File: src/rtl/rv_ctrl_pkg.sv
// rv_ctrl_pkg: RV32I opcodes, issue FSM states and default limits shared by issue_ctrl
package rv_ctrl_pkg;
  localparam logic [6:0] OPC_LUI    = 7'b0110111;
  localparam logic [6:0] OPC_AUIPC  = 7'b0010111;
  localparam logic [6:0] OPC_JAL    = 7'b1101111;
  localparam logic [6:0] OPC_JALR   = 7'b1100111;
  localparam logic [6:0] OPC_BRANCH = 7'b1100011;
  localparam logic [6:0] OPC_LOAD   = 7'b0000011;
  localparam logic [6:0] OPC_STORE  = 7'b0100011;
  localparam logic [6:0] OPC_OP_IMM = 7'b0010011;
  localparam logic [6:0] OPC_OP     = 7'b0110011;
  typedef enum logic [1:0] {RUN, FLUSH, MEMWAIT, ERR} issue_state_t;
  localparam int FLUSH_CYCLES_DEF = 2;
  localparam int MEM_TIMEOUT_DEF  = 255;
  localparam int TO_W_DEF         = 8;
endpackage

File: src/rtl/reg_use_dec.sv
// reg_use_dec: tells which source registers an ID-stage opcode actually reads
// opcode in; use_rs1/use_rs2 out (unknown opcodes read nothing)
module reg_use_dec
  import rv_ctrl_pkg::*;
(
  input  logic [6:0] opcode,
  output logic       use_rs1,
  output logic       use_rs2
);
  assign use_rs1 = opcode inside {OPC_JALR, OPC_BRANCH, OPC_LOAD, OPC_STORE, OPC_OP_IMM, OPC_OP};
  assign use_rs2 = opcode inside {OPC_BRANCH, OPC_STORE, OPC_OP};
endmodule

File: src/rtl/issue_ctrl.sv
// issue_ctrl: fetch/decode issue and hazard control (load-use bubbles, branch flush, dmem freeze, timeout)
// in : clk, rst (async, high), if_valid, id_opcode/id_rs1/id_rs2, ex_is_load/ex_rd, br_taken, dmem_req/dmem_ack
// out: cu_en (0 = bubble), if_ready, pc_stall, pipe_stall, flush_id, flush_ex, mem_err (sticky)
// ISSUE_CTRL_PERF_EN adds perf_stall, perf_bubble, perf_flush 32-bit event counters
module issue_ctrl
  import rv_ctrl_pkg::*;
#(
  parameter int FLUSH_CYCLES = FLUSH_CYCLES_DEF,
  parameter int MEM_TIMEOUT  = MEM_TIMEOUT_DEF,
  parameter int TO_W         = TO_W_DEF
) (
  input  logic        clk,
  input  logic        rst,
  input  logic        if_valid,
  input  logic [6:0]  id_opcode,
  input  logic [4:0]  id_rs1,
  input  logic [4:0]  id_rs2,
  input  logic        ex_is_load,
  input  logic [4:0]  ex_rd,
  input  logic        br_taken,
  input  logic        dmem_req,
  input  logic        dmem_ack,
  output logic        cu_en,
  output logic        if_ready,
  output logic        pc_stall,
  output logic        pipe_stall,
  output logic        flush_id,
  output logic        flush_ex,
  output logic        mem_err
`ifdef ISSUE_CTRL_PERF_EN
  ,
  output logic [31:0] perf_stall,
  output logic [31:0] perf_bubble,
  output logic [31:0] perf_flush
`endif
);
  localparam int FC_W = $clog2(FLUSH_CYCLES + 1);
  issue_state_t state_q, state_d;
  logic [FC_W-1:0] fcnt_q, fcnt_d;
  logic [TO_W-1:0] tcnt_q, tcnt_d;
  logic use_rs1, use_rs2, mem_wait, load_use;
  logic cu, rdy, pcs, ps, fl, err;
  reg_use_dec u_dec (.opcode(id_opcode), .use_rs1(use_rs1), .use_rs2(use_rs2));
  // the ack cycle itself is still frozen: the access completes at the end of it
  assign mem_wait = (state_q == MEMWAIT) || (state_q != ERR && dmem_req && !dmem_ack);
  assign load_use = ex_is_load && ex_rd != 5'd0 &&
                    ((use_rs1 && ex_rd == id_rs1) || (use_rs2 && ex_rd == id_rs2));
  always_ff @(posedge clk or posedge rst)
    if (rst) begin
      state_q <= RUN;
      fcnt_q  <= '0;
      tcnt_q  <= '0;
    end else begin
      state_q <= state_d;
      fcnt_q  <= fcnt_d;
      tcnt_q  <= tcnt_d;
    end
  always_comb begin
    state_d = state_q;
    fcnt_d  = fcnt_q;
    tcnt_d  = tcnt_q;
    cu  = if_valid;
    rdy = 1'b1;
    pcs = 1'b0;
    ps  = 1'b0;
    fl  = 1'b0;
    err = 1'b0;
    if (state_q == ERR) begin
      {cu, rdy, pcs, ps, err} = 5'b00111;
    end else if (mem_wait) begin
      {cu, rdy, pcs, ps} = 4'b0011;
      if (state_q != MEMWAIT) begin
        state_d = MEMWAIT;
        tcnt_d  = '0;
      end else if (dmem_ack) begin
        state_d = (fcnt_q != '0) ? FLUSH : RUN;
        tcnt_d  = '0;
      end else begin
        tcnt_d  = tcnt_q + 1'b1;
        state_d = (tcnt_q == TO_W'(MEM_TIMEOUT - 1)) ? ERR : MEMWAIT;
      end
    end else if (br_taken) begin
      cu      = 1'b0;
      fl      = 1'b1;
      fcnt_d  = FC_W'(FLUSH_CYCLES - 1);
      state_d = (FLUSH_CYCLES > 1) ? FLUSH : RUN;
    end else if (state_q == FLUSH) begin
      cu      = 1'b0;
      fcnt_d  = fcnt_q - 1'b1;
      state_d = (fcnt_q == FC_W'(1)) ? RUN : FLUSH;
    end else if (load_use) begin
      {cu, rdy, pcs} = 3'b001;
    end
  end
  assign cu_en      = cu  & ~rst;
  assign if_ready   = rdy & ~rst;
  assign pc_stall   = pcs & ~rst;
  assign pipe_stall = ps  & ~rst;
  assign flush_id   = fl  & ~rst;
  assign flush_ex   = fl  & ~rst;
  assign mem_err    = err & ~rst;
`ifdef ISSUE_CTRL_PERF_EN
  always_ff @(posedge clk or posedge rst)
    if (rst) begin
      perf_stall  <= '0;
      perf_bubble <= '0;
      perf_flush  <= '0;
    end else begin
      perf_stall  <= perf_stall + 32'(pc_stall);
      perf_bubble <= perf_bubble + 32'(if_valid & ~cu_en);
      perf_flush  <= perf_flush + 32'(flush_id);
    end
`endif
endmodule

File: config.mk
export PLATFORM = sky130hd
export DESIGN_NAME = issue_ctrl
export DESIGN_NICKNAME = d
export VERILOG_FILES = /design/src/rtl/rv_ctrl_pkg.sv /design/src/rtl/reg_use_dec.sv /design/src/rtl/issue_ctrl.sv
export SDC_FILE = /design/constraint.sdc
export NUM_CORES = 1
export LEC_CHECK = 0
export ABC_AREA = 1
export CAP_MARGIN = 10
export CORE_ASPECT_RATIO = 1.2
export CORE_MARGIN = 2
export CORE_UTILIZATION = 44
export DETAILED_ROUTE_END_ITERATION = 16
export PLACE_DENSITY = 0.81
export SETUP_SLACK_MARGIN = 0.4
export SYNTH_ARGS = -nofsm -noshare
export SYNTH_HDL_FRONTEND = slang
export SYNTH_HIERARCHICAL = 1
export SYNTH_SLANG_ARGS = --single-unit
File: constraint.sdc
create_clock -name clk -period 1.5 [get_ports clk]
set_input_delay 0.375 -clock clk [delete_from_list [all_inputs] [get_ports clk]]
set_output_delay 0.375 -clock clk [all_outputs]
set_load 0.02 [all_outputs]
After elaboration in Yosys (flattened, before gate mapping)
Index checks and enable logic that the tools add are counted.

Register bits after elaboration: 12. Output and inout bits: 7. Input bits: 29.

Muxes and demuxes: 33. Bitwise operators: 9. Reduce and logical (&&, ||, !) cells: 18. Add/subtract/negate cells: 2. Equality and inequality tests: 15.

Operators by type and width (number): 2-to-1 mux 1 bit (24); 2-to-1 mux 8 bit (2); == test 7 x 6 -> 1 bit, second input constant (2); == test 7 bit, second input constant (2); 2-to-1 mux 2 bit (7); == test 5 bit (2); adder 8 x 1 -> 8 bit, second input constant (1); == test 8 bit, second input constant (1); == test 7 x 2 -> 1 bit, second input constant (1); == test 7 x 5 -> 1 bit, second input constant (1); AND 1 bit (6); logical AND 1 bit (6); nonzero test 3 bit (2); nonzero test 6 bit (1); nonzero test 5 bit (1); == test 2 x 1 -> 1 bit, second input constant (2); == test 2 bit, second input constant (2); inequality test 2 bit, second input constant (2); AND reduction 2 bit (2); nonzero test 2 bit (2); inverter 1 bit (3); AND reduction 3 bit (1); logical OR 1 bit (2); subtractor 2 x 1 -> 2 bit, second input constant (1); zero test 1 bit (1).

Longest topological paths before layout
Gate-level depths: netlist of the first run.

Word-level depth: 11. Gate-level depth with buffers: 12. Gate-level depth less buffers: 12.

Cells and area by module
Netlist of the first run, hierarchy kept.

Modules (own cells, without submodules): issue_ctrl (cells each 158, seq. area each 300.3 um^2, times used 1, area each 960.9 um^2); reg_use_dec (cells each 14, seq. area each 0.0 um^2, times used 1, area each 62.6 um^2).

Worst setup path after synthesis of the first run
Ideal clock, no wire load.

Kind: flip-flop to output port. Start: register state_q[1]. End: output flush_id. Stages on the path, launching flop included: 5. Arrival time: 1317 ps. Slack: -192 ps. Path through: dfrtp_1 -> inv_1 -> nand2_4 -> nor3_1 -> buf_4.

Word-level cells in the longest chain between the ends: 7. Elaborated cells on any way between the ends: 9. Classes of those cells: eq/ne (3); mux (2); bitwise (1); reduce/logical (3).

Ends and longest elaborated chain: start: declaration (RTL line issue_ctrl.sv:38) `issue_state_t state_q, state_d;`; start signal: assignment (RTL line issue_ctrl.sv:54) `state_q <= state_d;`; inequality test 2 bit (RTL line issue_ctrl.sv:45) `assign mem_wait = (state_q == MEMWAIT) || (state_q != ERR && dmem_req && !dmem_ack);`; logical AND 1 bit (2 in a row) (RTL line issue_ctrl.sv:45); logical OR 1 bit (RTL line issue_ctrl.sv:45); 2-to-1 mux 1 bit (RTL line issue_ctrl.sv:70) `end else if (mem_wait) begin`; 2-to-1 mux 1 bit (*) (RTL line issue_ctrl.sv:68) `if (state_q == ERR) begin`; AND 1 bit (*); end: declaration (RTL line issue_ctrl.sv:27) `output logic flush_id,`.

Mark *: on every way between the ends. The rest lies on a longest branch, timed or not.

Worst setup path after layout of the first run
Start: register state_q[1]. End: output cu_en.

Word-level cells in the longest chain between the ends: 7. Elaborated cells on any way between the ends: 12. Classes of those cells: eq/ne (4); mux (4); bitwise (1); reduce/logical (3).

Ends and longest elaborated chain: inequality test 2 bit (RTL line issue_ctrl.sv:45); logical AND 1 bit (2 in a row) (RTL line issue_ctrl.sv:45); logical OR 1 bit (RTL line issue_ctrl.sv:45); 2-to-1 mux 1 bit (RTL line issue_ctrl.sv:70); 2-to-1 mux 1 bit (*) (RTL line issue_ctrl.sv:68); AND 1 bit (*) (RTL line issue_ctrl.sv:95) `assign cu_en = cu & ~rst;`; end: declaration (RTL line issue_ctrl.sv:23) `output logic cu_en,`.

Marked as above.

==> flow_metrics.tcl, run 1 <==
set metrics [dict create \
    status "finished with violations" \
    violations "setup timing" \
    pre_cts_slack_ns -1.20 \
    wl_per_cell_um 16.7 \
    synth_edf_count 0 \
    hold_slack_ns 0.339 \
    drt-total-wl_um 4590 \
    post-route-period-util_pct 130 \
    drtAntennaViolNets 0 \
    gp_congestion 0.830 \
    nNetsFinal 278 \
    cts_tree "built" \
    seq_area_frac_synth_pct 29.3 \
    postSynthCellCount 172 \
    area.sequential_um2 300 \
    drc 0 \
    crit_path_end_kind "primary output" \
    netlist_area_um2 1020 \
    synthToLayoutAreaGrowth_pct 97.1 \
    grt_pass1_vias 1330 \
    ys_top_cells_by_area "dfrtp_1, nand2_1, inv_1" \
    slew_headroom_pct 77.4 \
    initial_core_util_pct 45.3 \
    worstSetupPathType "reg2out" \
    holdCritPathClass "in2async" \
    cts_buffer_depth 2 \
    grt_max_degree 13 \
    synth.most_common_cell "nand2_1" \
    drive_gt1_share_pct 49.2 \
    multi_input_comb_area_um2 840 \
    avgSynthCellArea_um2 5.95 \
    core_area_um2 2260 \
    ys_warn_count 6 \
    antenna_found_initial 0 \
    peakVddDrop_uv 1020 \
    vias 1442 \
    h-tree-depth 1 \
    postCtsHoldBufs 0 \
    root_buffer "clkbuf_4" \
    period_needed_ns 1.96 \
    critPathLaunch "state_q[1]$_DFFE_PP0P_" \
    power_density_nw_per_um2 1360 \
    clk_latency_ns 0.32 \
    diodes 0 \
    ys_types 19 \
    via_per_inst 5.24 \
    final.fill_count 105 \
    yosys.area.top_type "dfrtp_1" \
    cts_buffers 3 \
    reg2reg_setup_slack_ns -0.22 \
    finalMaxSlewViolations 0 \
    die-height_um 56.8 \
    die-area_um2 2730 \
    p_leak_uw 0.00105 \
    numPortBuffers 35 \
    arrival_ns 1.58 \
    rsz0062_at_grt "yes" \
    overflow 0 \
    r2r-end "tcnt_q[6]$_DFFE_PP0P_" \
    dp_hpwl_um 2260 \
    grt_pass1_wl_um 5320 \
    r2r_cells 11 \
    yosys_most_used_dff "dfrtp_1" \
    timing_hold_violations_final 0 \
    firstDrtPassIters 4 \
    cap_viol_max_count 0 \
    cp-endpoint "cu_en" \
    cp.required_ns 1.12 \
    start_kind "flop" \
    cp_max_fo 3 \
    r2r_start "state_q[1]$_DFFE_PP0P_" \
    top_level_ports 36 \
    drt_iter0_drc 84 \
    clkSinkCount 12 \
    setup_viol 16 \
    yosys-top-cells-count "nand2_1, inv_1, nor2_1" \
    tightest_slew_ns 0.338 \
    track_usage_pct 26.9 \
    synthArstFlopShare_pct 100 \
    synth_top_cell_area_share_pct 29.3 \
    path_clk_slew_ns 0.10 \
    rows 19 \
    die-width_um 48.0 \
    max_freq_ghz 0.511 \
    fin_ws_ns -0.456 \
    syn-num-nets 205 \
    synth-seq-cells 12 \
    finalClockSkew_ns 0.0170 \
]
-- final cells by class --
class	instances	share of cell area (%)
Sequential cell	12	14.9
Multi-Input combinational cell	123	41.6
Timing Repair Buffer	69	31.7
Tap cell	31	1.92
Clock buffer	4	1.80
Inverter	36	8.06
-- metrics by stage --
stage	TNS, ns	util (%)	std cells	total power (µW)	cell area (µm²)
global route	-3.88	89.3	275	2860	2020
CTS	-1.39	81.1	268	2140	1830
finish	-3.40	89.3	275	2740	2020
floorplan	-0.100	-	172	1010	1090
global placement	-10.03	71.9	256	1490	1620
detailed placement	-10.61	71.9	256	1530	1620
-- cells in the final DEF (no fill, tap or decap), types with 3 or more instances in the layout --
| master | count |
|---|---|
| buf_4 | 15 |
| dlygate4sd2_1 | 10 |
| nand3_1 | 7 |
| a21oi_2 | 5 |
| inv_1 | 24 |
| buf_2 | 8 |
| nand2_4 | 7 |
| nor2_2 | 5 |
| ha_1 | 4 |
| nand2_2 | 9 |
| nor2_4 | 10 |
| o21ai_2 | 3 |
| clkbuf_4 | 3 |
| clkdlybuf4s15_1 | 3 |
| nor2_1 | 15 |
| buf_6 | 26 |
| dfrtp_1 | 12 |
| nand2_1 | 42 |
| inv_2 | 9 |
-- where the power goes --
group / switching (µW) / internal, µW
clock: 155 / 149
combinational: 999 / 951
sequential: 91.1 / 394
total: 1250 / 1490
-- cells by family after synthesis --
group / share of synthesized area (%)
simple gates: 44.0
buf+inv: 13.9
compound gates: 6.97
flops: 29.3
fa+ha+maj: 4.89
xor+xnor: 0.856
-- critical path: stages (launching register included) --
cell and delay, ns:
dfrtp_1 0.43, inv_2 0.14, nand2_4 0.09, buf_12 0.14, clkinv_8 0.05, nand2_4 0.08, nor2_1 0.16, buf_4 0.17
-- timing repair --
| action | CTS | global route |
|---|---|---|
| cloned | 0 | 0 |
| resized for setup | 147 | 44 |
| setup endpoints to repair | 19 | 19 |
| setup buffers | 8 | 7 |
| pin swaps | 38 | 36 |
-- worst min-delay path by stage --
| stage | end | slack [ns] |
|---|---|---|
| floorplan | fcnt_q[0]$_DFFE_PP0P_ | 0.25 |
| global route | state_q[0]$_DFFE_PP0P_ | 0.36 |
| CTS | state_q[0]$_DFFE_PP0P_ | 0.35 |
| detailed placement | fcnt_q[0]$_DFFE_PP0P_ | 0.54 |
| finish | state_q[0]$_DFFE_PP0P_ | 0.34 |
| global placement | fcnt_q[0]$_DFFE_PP0P_ | 0.51 |
-- flip-flops by register name (all words and copies together), names as in the netlist --
register	cells
fcnt_q	2
state_q	2
tcnt_q	8
-- routing by layer --
metal	vias to the layer above	wire length, µm	global-route usage, %
met3	24	327	3.86
met2	85	2380	51.4
met4	0	212	7.34
met5	-	0	0
li1	661	-	-
met1	672	1670	27.7
No activity file was read; power rests on OpenSTA's default activity.
==> run 2, diff against run 1 <==
CTS_CLUSTER_SIZE = 25   (was not set)
MAX_ROUTING_LAYER = met4   (was not set)
==> run 2 against run 1 <==
Against the previous run:
- the flow still finishes with violations (setup timing)
- first-iteration DRC count increased by 26%
- via count increased by 2.0%
- clock power about the same
- maximum frequency increased by 0.58%
- clock-buffer cell count unchanged
- total power increased by 0.24%
- sequential share of layout area unchanged
- clock skew increased by 0.0026 ns
- sequential power about the same
- core utilization unchanged
- critical path depth unchanged
- critical path type unchanged
- critical endpoint unchanged
- largest cell class unchanged
- largest power group unchanged
- highest routed layer unchanged
==> flow_metrics.tcl, run 2 (synthesis gave the netlist of run 1 again) <==
set metrics [dict create \
    diodes 0 \
    tightest_slew_ns 0.341 \
    cp_max_fo 3 \
    overflow 0 \
    die-width_um 48.0 \
    drt-total-wl_um 4650 \
    status "finished with violations" \
    cp.required_ns 1.12 \
    arrival_ns 1.57 \
    wl_per_cell_um 16.9 \
    hold_slack_ns 0.343 \
    slowest_delay_ns 0.43 \
    p_sw_uw 1250 \
    synthToLayoutAreaGrowth_pct 97.1 \
    slew_headroom_pct 77.2 \
    dp_hpwl_um 2260 \
    drt_iter0_drc 106 \
    cap_viol_max_count 0 \
    numPortBuffers 35 \
    peakVddDrop_uv 1030 \
    worstSetupPathType "reg2out" \
    nNetsFinal 278 \
    track_usage_pct 27.5 \
    grt_pass1_vias 1331 \
    p_leak_uw 0.00105 \
    grt_pass1_wl_um 5320 \
    violations "setup timing" \
    crit_path_end_kind "primary output" \
    path_clk_slew_ns 0.10 \
    power_density_nw_per_um2 1360 \
    antenna_found_initial 0 \
    start_kind "flop" \
    initial_core_util_pct 45.3 \
    final_core_util_pct 89.3 \
    reg.largest.list "tcnt_q (8), fcnt_q (2), state_q (2)" \
    setup_viol 16 \
    grt_max_degree 13 \
    layout_common_cells "nand2_1, buf_6, inv_1, nor2_1, buf_4" \
    seq_power_share_pct 17.7 \
    largest_reg_flops 8 \
    root_buffer "clkbuf_4" \
    via_per_inst 5.35 \
    gp_congestion 0.843 \
    vias 1471 \
    die-height_um 56.8 \
    die-area_um2 2730 \
    sw_frac_of_total_pct 45.5 \
    intPower_uw 1490 \
    cts_buffers 3 \
    crit_buf_inv 4 \
    h-tree-depth 1 \
    crit_path_top_delay_cell "dfrtp_1" \
    drive_gt1_share_pct 49.2 \
    critPathTopFamily "buffers and inverters" \
    cts_buffer_depth 2 \
    cpMostUsedCell "nand2_4" \
    top_level_ports 36 \
    clkSinkCount 12 \
    finalMaxSlewViolations 0 \
    period_needed_ns 1.94 \
    cts_tree "built" \
    drtAntennaViolNets 0 \
    clk_latency_ns 0.32 \
    power_frac_comb_pct 71.3 \
    holdCritPathClass "in2async" \
    final_common_cell "nand2_1" \
    largest-register "tcnt_q" \
    rsz0062_at_grt "yes" \
    drc 0 \
    fin_ws_ns -0.444 \
    firstDrtPassIters 5 \
    timing_hold_violations_final 0 \
    max_freq_ghz 0.514 \
    finalSetupTns_ns -3.38 \
    post-route-period-util_pct 130 \
    power_frac_clock_pct 11.0 \
    core_area_um2 2260 \
    cp_cell_sequence "inv_2, nand2_4, buf_12, clkinv_8, nand2_4, nor2_1, buf_4" \
    rows 19 \
    finalClockSkew_ns 0.0195 \
]
## run 2: per-stage QoR
step / cells / power, µW / area, µm² / setup slack (ns)
6_report: 275 / 2740 / 2020 / -0.444
5_1_grt: 275 / 2860 / 2020 / -0.455
4_1_cts: 268 / 2140 / 1830 / -0.320
3_5_place_dp: 256 / 1530 / 1620 / -1.20
3_3_place_gp: 256 / 1490 / 1620 / -1.14
2_1_floorplan: 172 / 1010 / 1090 / -0.0473
## run 2: final cells by class
type	instances	area, µm²
timing repair buffer	69	639
sequential	12	300
clock buffer	4	36.3
inverter	36	163
multi-input combinational	123	840
tap	31	38.8
fill	105	241
## run 2: per-layer routing
layer | vias to the layer above | track usage, % | wire length (µm)
met5 | - | - | 0
met4 | 0 | 7.34 | 210
met3 | 26 | 3.86 | 339
met2 | 103 | 51.4 | 2390
met1 | 680 | 27.7 | 1700
li1 | 662 | - | -
## run 2: worst paths after layout
path,startpoint,slack (ns),cells past startpoint,to
worst max-delay path,state_q[1]$_DFFE_PP0P_,-0.44,7,cu_en
worst max register to register,state_q[1]$_DFFE_PP0P_,-0.22,11,tcnt_q[6]$_DFFE_PP0P_
min in group clk,tcnt_q[0]$_DFFE_PP0P_,0.59,1,tcnt_q[0]$_DFFE_PP0P_
worst min-delay path,rst,0.34,3,fcnt_q[0]$_DFFE_PP0P_
worst min register to register,tcnt_q[0]$_DFFE_PP0P_,0.59,1,tcnt_q[0]$_DFFE_PP0P_
max in group asynchronous,rst,0.97,3,tcnt_q[4]$_DFFE_PP0P_
## run 2: worst register-to-register path: stages, from the launching register on
cell and delay (ns):
dfrtp_1 0.43, inv_2 0.14, nand2_4 0.09, buf_12 0.15, buf_6 0.11, buf_8 0.11, nand2_8 0.09, nor2_4 0.05
buf_6 0.11, buf_6 0.11, a21oi_2 0.15, nor2_1 0.07
## run 2: repair_timing
action                     CTS  global route
pin swaps                   38            36
gates resized for setup    147            44
hold buffers                 0             0
setup endpoints to repair   19            19
setup buffers                8             7
## run 2: power by group through the flow
| stage | Clock (µW) | Sequential (µW) | Combinational (µW) |
|---|---|---|---|
| after floorplan | 0 | 447 | 567 |
| after global placement | 0 | 447 | 1050 |
| after detailed placement | 0 | 453 | 1080 |
| after CTS | 257 | 452 | 1430 |
| after global routing | 310 | 491 | 2050 |
| final | 301 | 486 | 1960 |
==> run 3, diff against run 2 <==
CORE_UTILIZATION = 45   (was 44)
PLACE_DENSITY = 0.83   (was 0.81)
SKIP_CTS_REPAIR_TIMING = 1   (was not set)
SYNTH_HIERARCHICAL = not set   (was 1)
==> run 3 against run 2 <==
Against the previous run:
- the flow still finishes with violations (setup timing)
- cell area decreased by 12%
- critical path depth fell by 2
- routed wire length fell by 31%
- clock-buffer cell count did not move
- combinational power down 39%
- global-route usage fell by 3.4 points
- sequential share of layout area is 2.1 points higher
- synthesized area up 1.7%
- hold slack lost 0.19 ns
==> flow_metrics.tcl, run 3 <==
set metrics [dict create \
    arrival_ns 1.45 \
    status "finished with violations" \
    dp_hpwl_um 2300 \
    h-tree-depth 1 \
    rows 19 \
    synth_edf_count 0 \
    core_area_um2 2230 \
    syn-num-nets 204 \
    drt_iter0_drc 20 \
    largest-register "tcnt_q" \
    synthToLayoutAreaGrowth_pct 70.1 \
    netlist_area_um2 1040 \
    final_core_util_pct 79.2 \
    ys_top_cells_by_area "dfrtp_1, nand2_1, inv_1" \
    ys_warn_count 0 \
    layout_common_cells "nand2_1, inv_1, buf_4, nor2_1" \
    fin_ws_ns -0.327 \
    stdcell_count 258 \
    r2r_start "state_q[0]$_DFFE_PP0P_" \
    slew_headroom_pct 85.1 \
    clkSinkCount 12 \
    cts_tree "built" \
    rsz0062_at_grt "yes" \
    reg2reg_setup_slack_ns 0.04 \
    holdCritPathClass "in2async" \
    hold_slack_ns 0.156 \
    pre_cts_slack_ns -1.18 \
    p_leak_uw 0.00101 \
    cp_max_fo 3 \
    violations "setup timing" \
    top_level_ports 36 \
    start_kind "flop" \
    die-height_um 56.7 \
    track_usage_pct 24.1 \
    period_needed_ns 1.83 \
    place_area_um2 1600 \
    seq_area_frac_synth_pct 28.8 \
    die-area_um2 2720 \
    cap_viol_max_count 0 \
    finalClockSkew_ns 0.00897 \
    clk_latency_ns 0.29 \
    synthArstFlopShare_pct 100 \
    largest_reg_flops 8 \
    cts_buffers 3 \
    yosys.area.top_type "dfrtp_1" \
    tightest_slew_ns 0.223 \
    gp_congestion 0.791 \
    path_clk_slew_ns 0.09 \
    die-width_um 47.9 \
    grt_pass1_wl_um 4690 \
    peakVddDrop_uv 906 \
    antenna_found_initial 0 \
    timing_hold_violations_final 0 \
    vias 1273 \
    numPortBuffers 35 \
    drive_gt1_share_pct 41.4 \
    yosys-top-cells-count "nand2_1, inv_1, nor2_1" \
    ys_types 24 \
    reg.largest.list "tcnt_q (8), fcnt_q (2), state_q (2)" \
    diodes 0 \
    final_area_um2 1770 \
    r2r-end "tcnt_q[7]$_DFFE_PP0P_" \
    synth-seq-cells 12 \
    finalMaxSlewViolations 0 \
    synth.most_common_cell "nand2_1" \
    cp.required_ns 1.12 \
    drtAntennaViolNets 0 \
    max_freq_ghz 0.547 \
    cts_buffer_depth 2 \
    wl_per_cell_um 12.4 \
    grt_max_degree 13 \
    drt-total-wl_um 3210 \
    post-route-period-util_pct 122 \
    worstSetupPathType "reg2out" \
    firstDrtPassIters 4 \
    post-place-cells 252 \
    setup_viol 6 \
    postSynthCellCount 171 \
    yosys_most_used_dff "dfrtp_1" \
    avgSynthCellArea_um2 6.09 \
    drc 0 \
    r2r_cells 10 \
    synth_top_cell_area_share_pct 28.8 \
    final_common_cell "nand2_1" \
    initial_core_util_pct 46.6 \
    crit_path_end_kind "primary output" \
    power_density_nw_per_um2 1100 \
    root_buffer "clkbuf_4" \
    overflow 0 \
    grt_pass1_vias 1232 \
    nNetsFinal 261 \
    via_per_inst 4.93 \
]
[run 3: changes by cell type in the layout (fill, tap and decap cells not counted), sizes merged, moves of 5 or more]
cell	change
dlymetal6s2s	+12
buf	-21
nor2	-6
inv	+5
clkbuf	+7
dlygate4sd2	-10
[run 3: cell families after synthesis]
family	synth area share, %
fa+ha+maj	4.81
compound gates	7.57
simple gates	41.7
flops	28.8
xor+xnor	1.68
buf+inv	15.4
[run 3: routing by layer]
layer	global-route usage (%)	share of wire, %	vias up
met3	3.22	3.9	12
met4	12.4	2.8	0
met1	21.8	33	592
li1	-	-	626
met2	44.6	60	43
met5	-	0	-
[run 3: how the worst max path moves through the flow]
stage / from / end / slack, ns / cells past startpoint
after floorplan: rst / cu_en / -0.02 / 3
after global placement: ex_rd[4] / pc_stall / -1.15 / 14
after detailed placement: ex_rd[4] / pc_stall / -1.18 / 14
after CTS: ex_rd[4] / pc_stall / -1.18 / 14
after global routing: state_q[1]$_DFFE_PP0P_ / cu_en / -0.41 / 5
final: state_q[1]$_DFFE_PP0P_ / cu_en / -0.33 / 5
[run 3: metrics by stage]
| step | TNS (ns) | power, µW |
|---|---|---|
| 2_1_floorplan | -0.0466 | 1010 |
| 3_3_place_gp | -8.85 | 1390 |
| 3_5_place_dp | -9.65 | 1430 |
| 4_1_cts | -7.12 | 1710 |
| 5_1_grt | -1.81 | 2090 |
| 6_report | -1.33 | 1960 |
[run 3: report_power, final]
part / switching [µW] / total [µW] / internal [µW]
logic: 661 / 1190 / 526
registers: 84.3 / 491 / 407
clock network: 129 / 277 / 148
[run 3: critical path, cell delays in order, from the launching register on]
cell	delay [ns]
dfrtp_1	0.38
inv_2	0.07
a21oi_2	0.23
nand4_1	0.15
a21oi_1	0.16
buf_4	0.17
[run 3: area by class of cell]
| cell class | instances | area (µm²) |
|---|---|---|
| fillers | 179 | 464 |
| repair buffers | 53 | 485 |
| multi-input cells | 118 | 736 |
| well taps | 31 | 38.8 |
| flip-flops and latches | 12 | 302 |
| inverters | 40 | 173 |
| clock buffers | 4 | 36.3 |
